$ cat src/rtl/rr_enc_pkg.sv
// rtl/rr_enc_pkg.sv - shared sizing, state and code types for the round-robin encoder
package rr_enc_pkg;
  localparam int N = 4;
  localparam int W = 2;

  typedef enum logic {
    IDLE = 1'b0,
    HOLD = 1'b1
  } state_t;

  typedef logic [W-1:0] code_t;
endpackage

$ cat src/rtl/rr_pick.sv
// rtl/rr_pick.sv - combinational rotating-priority search over the request vector
module rr_pick
  import rr_enc_pkg::*;
(
  input  logic [N-1:0] req,
  input  code_t        start,
  output code_t        pick,
  output logic         any,
  output logic         multi
);

  logic [2:0] ones;
  logic       found;
  code_t      idx;

  always_comb begin
    pick  = start;
    found = 1'b0;
    idx   = start;
    // Walk from start upward with 2-bit wrap; the first hit wins.
    for (int k = 0; k < N; k++) begin
      idx = code_t'(start + k[W-1:0]);
      if (!found && req[idx]) begin
        pick  = idx;
        found = 1'b1;
      end
    end
  end

  always_comb begin
    ones = 3'd0;
    for (int i = 0; i < N; i++) begin
      ones = ones + {2'b00, req[i]};
    end
  end

  assign any   = |req;
  assign multi = (ones > 3'd1);

endmodule

$ cat src/rtl/rr_encoder_4to2.sv
// rtl/rr_encoder_4to2.sv - registered round-robin 4-to-2 encoder with valid/ready output
module rr_encoder_4to2
  import rr_enc_pkg::*;
(
  input  logic         clk,
  input  logic         rst_n,
  input  logic         en,
  input  logic [N-1:0] req,
  input  logic         out_ready,
  output logic         out_valid,
  output code_t        code,
  output logic         multi,
  output code_t        ptr
);

  state_t state;
  logic   accept;
  code_t  next_ptr;
  code_t  start;
  code_t  pick;
  logic   pick_any;
  logic   pick_multi;
  logic   capture_ok;

  assign accept     = (state == HOLD) && out_valid && out_ready;
  assign next_ptr   = code_t'(code + 2'd1);
  // On accept the search must already use the advanced pointer so back-to-back grants stay fair.
  assign start      = accept ? next_ptr : ptr;
  assign capture_ok = en && pick_any;

  rr_pick u_pick (
    .req   (req),
    .start (start),
    .pick  (pick),
    .any   (pick_any),
    .multi (pick_multi)
  );

  always_ff @(posedge clk or negedge rst_n) begin
    if (!rst_n) begin
      state     <= IDLE;
      out_valid <= 1'b0;
      code      <= '0;
      multi     <= 1'b0;
      ptr       <= '0;
    end else begin
      case (state)
        IDLE: begin
          if (capture_ok) begin
            code      <= pick;
            multi     <= pick_multi;
            out_valid <= 1'b1;
            state     <= HOLD;
          end else begin
            out_valid <= 1'b0;
          end
        end
        HOLD: begin
          if (accept) begin
            ptr <= next_ptr;
            if (capture_ok) begin
              code      <= pick;
              multi     <= pick_multi;
              out_valid <= 1'b1;
            end else begin
              out_valid <= 1'b0;
              state     <= IDLE;
            end
          end
        end
        default: begin
          state     <= IDLE;
          out_valid <= 1'b0;
        end
      endcase
    end
  end

endmodule

$ cat config.mk
export PLATFORM = sky130hd
export DESIGN_NAME = rr_encoder_4to2
export DESIGN_NICKNAME = d
export VERILOG_FILES = /design/src/rtl/rr_enc_pkg.sv /design/src/rtl/rr_pick.sv /design/src/rtl/rr_encoder_4to2.sv
export SDC_FILE = /design/constraint.sdc
export NUM_CORES = 1
export LEC_CHECK = 0
export CORE_UTILIZATION = 30
export CTS_CLUSTER_SIZE = 40
export DETAILED_ROUTE_END_ITERATION = 16
export SLEW_MARGIN = 20
export SYNTH_ARGS = -nofsm -noshare
export SYNTH_HDL_FRONTEND = slang
export SYNTH_HIERARCHICAL = 1
export SYNTH_SLANG_ARGS = --single-unit
$ cat constraint.sdc
create_clock -name clk -period 2 [get_ports clk]
set_clock_uncertainty 0.15 [all_clocks]
set_input_delay 0.3 -clock clk [delete_from_list [all_inputs] [get_ports clk]]
set_output_delay 0.3 -clock clk [all_outputs]
set_load 0.01 [all_outputs]
==> results.cfg <==
[outcome]
status = complete, no violations

[setup_path]
critical_path_peak_fanout = 5
crit_arrival_ns = 1.92
r2r_start = state
path_class = in2reg
startpoint_type = input pin
cp.required_ns = 1.99
end_kind = flip-flop
cp-startpoint = out_ready

[clock_tree]
post_cts_buffers = 0
ctsHoldBuffers = 0
cts_tree = done
clk_pin_slew_ns = 0.05
cts_sinks = 7
htree_levels = 1
cts_resized = 0
clk_path_buf_depth = 2
cts_made_buffers = 3
insertion_delay_ns = 0.25
root_buffer = clkbuf_4

[die]
rows = 13
coreArea_sq_um = 1320
die_h_um = 40.0
die_w_um = 40.0
die-area_sq_um = 1600
ios = 14
initial_core_util_pct = 32.9

[run]
maxCapViolCount = 0

[yosys]
syn_area_sq_um = 433
async_flop_share_pct = 100
synth_cell_types = 20
yosysSeqAreaShare_pct = 40.5
synth_nets = 56
synth_edf_count = 0
yosysWarningCount = 6
synth_seq_cells = 7
synthCells = 46
syn_avg_cell_area_sq_um = 9.41
synthFlopType = dfrtp_1

[power_and_ir_drop]
power.leakage_uw = 0.000320
p_total_uw = 812
p_per_area_nw_per_um2 = 1170
vdd_drop_max_mv = 0.450

[detailed_routing]
dr.pass1.iters = 4
wirelength_um = 936
wl_per_cell_um = 10.5
ant_nets = 0
drt-initial-drc-count = 19
vias = 422
drc_errors = 0
vias_per_cell = 4.74

[placed_design]
gp_congestion = 0.762
place_area_sq_um = 664
io_buffers = 13

[timing]
rsz0062_at_grt = false
max_freq_mhz = 518
slew_headroom_pct = 79.4
worstMarginPinSlew_ns = 0.308
fin_crit_sh_pct = 96.5
min_period_ns = 1.93
hold_ws_ns = 0.151
hold_viol = 0
slew_violations = 0
finalSetupViolCount = 0

[global_route]
track_usage_pct = 14.6
grt_max_degree = 8
grt_pass1_wl_um = 1500
antenna_found_initial = 0
first_global_vias = 366
grt_overflow = 0

[layout]
fin_area_sq_um = 696
fin_util_pct = 52.8
seqCellArea_sq_um = 175
area_growth_pct = 60.7
multi_input_area_sq_um = 240
fillers = 127
diodes = 0
drive_gt1_share_pct = 23.0
final_nets = 85

[worst_hold_path]
hp-class = in2async
[cell usage after synthesis (2+ instances only)]
cell type	n	area [sq um]
nand2_1	6	22.5
mux2_1	3	33.8
dfrtp_1	7	175
inv_1	6	22.5
a21oi_1	2	10.0
o22ai_1	2	12.5
o21ai_0	6	30.0
nand3_1	2	10.0
[layout by cell type (no fill, tap or decap)]
| master | n |
|---|---|
| a21oi_1 | 2 |
| a21oi_4 | 1 |
| a222oi_1 | 1 |
| a22o_1 | 1 |
| a2bb2oi_1 | 1 |
| buf_4 | 11 |
| clkbuf_1 | 1 |
| clkbuf_4 | 3 |
| clkdlybuf4s50_1 | 13 |
| dfrtp_1 | 7 |
| fa_1 | 1 |
| ha_1 | 1 |
| inv_1 | 6 |
| mux2_1 | 3 |
| nand2_1 | 6 |
| nand2_2 | 1 |
| nand2b_1 | 1 |
| nand3_1 | 1 |
| nand3_2 | 1 |
| nor2_1 | 1 |
| nor3b_1 | 1 |
| o21a_1 | 1 |
| o21ai_0 | 5 |
| o21ai_1 | 1 |
| o22ai_1 | 2 |
| xnor2_1 | 1 |
[metrics by stage]
step	TNS (ns)	setup slack, ns	instances
final	0	0.0696	89
after global routing	0	0.00803	89
after detailed placement	-0.503	-0.235	85
after floorplan	0	0.151	46
after global placement	-0.468	-0.229	85
after CTS	0	0.0212	89
[metal layers]
metal  global-route usage (%)  up-vias  wire length [um]
met2                     23.4        8               434
li1                         -      216                 -
met4                     5.17        0                 0
met5                        0        -                 0
met1                     17.1      198               468
met3                     6.67        0                33
[flip-flops by register name (all words and copies together) (netlist names)]
| register | count |
|---|---|
| state | 1 |
| out_valid | 1 |
| code | 2 |
| multi | 1 |
| ptr | 2 |
[worst paths after layout]
path                            to  slack, ns  cells after the start
max                        code[0]       0.07                      9
min                         ptr[0]       0.15                      1
max reg2reg                code[0]       0.25                      9
min reg2reg                 ptr[0]       0.35                      2
max in group asynchronous    multi       1.32                      1
min in group clk            ptr[0]       0.35                      2
[critical path: stages]
cell	delay (ns)
clkdlybuf4s50_1	0.50
nand3_2	0.11
buf_4	0.15
nand2_1	0.06
o21ai_0	0.08
buf_4	0.15
o22ai_1	0.16
a222oi_1	0.12
mux2_1	0.29
[area by class of cell]
class | count | area share (%)
timing repair buffer | 24 | 30.6
clock buffer | 4 | 3.78
multi-input combinational | 33 | 34.5
sequential | 7 | 25.2
tap | 15 | 2.70
inverter | 6 | 3.24
[cell families after synthesis]
group	synth area share (%)
buf+inv	5.20
fa+ha+maj	7.51
xor+xnor	2.02
flops	40.5
compound gates	24.0
simple gates	13.0
mux	7.80
[report_power, final]
group	switching, uW	internal, uW	total (uW)	leakage (uW)
Combinational	179	256	435	0.000222
Sequential	45.7	203	248	0.0000831
Clock	52.5	76.2	129	0.0000150
No activity file was read; power rests on OpenSTA's default activity.
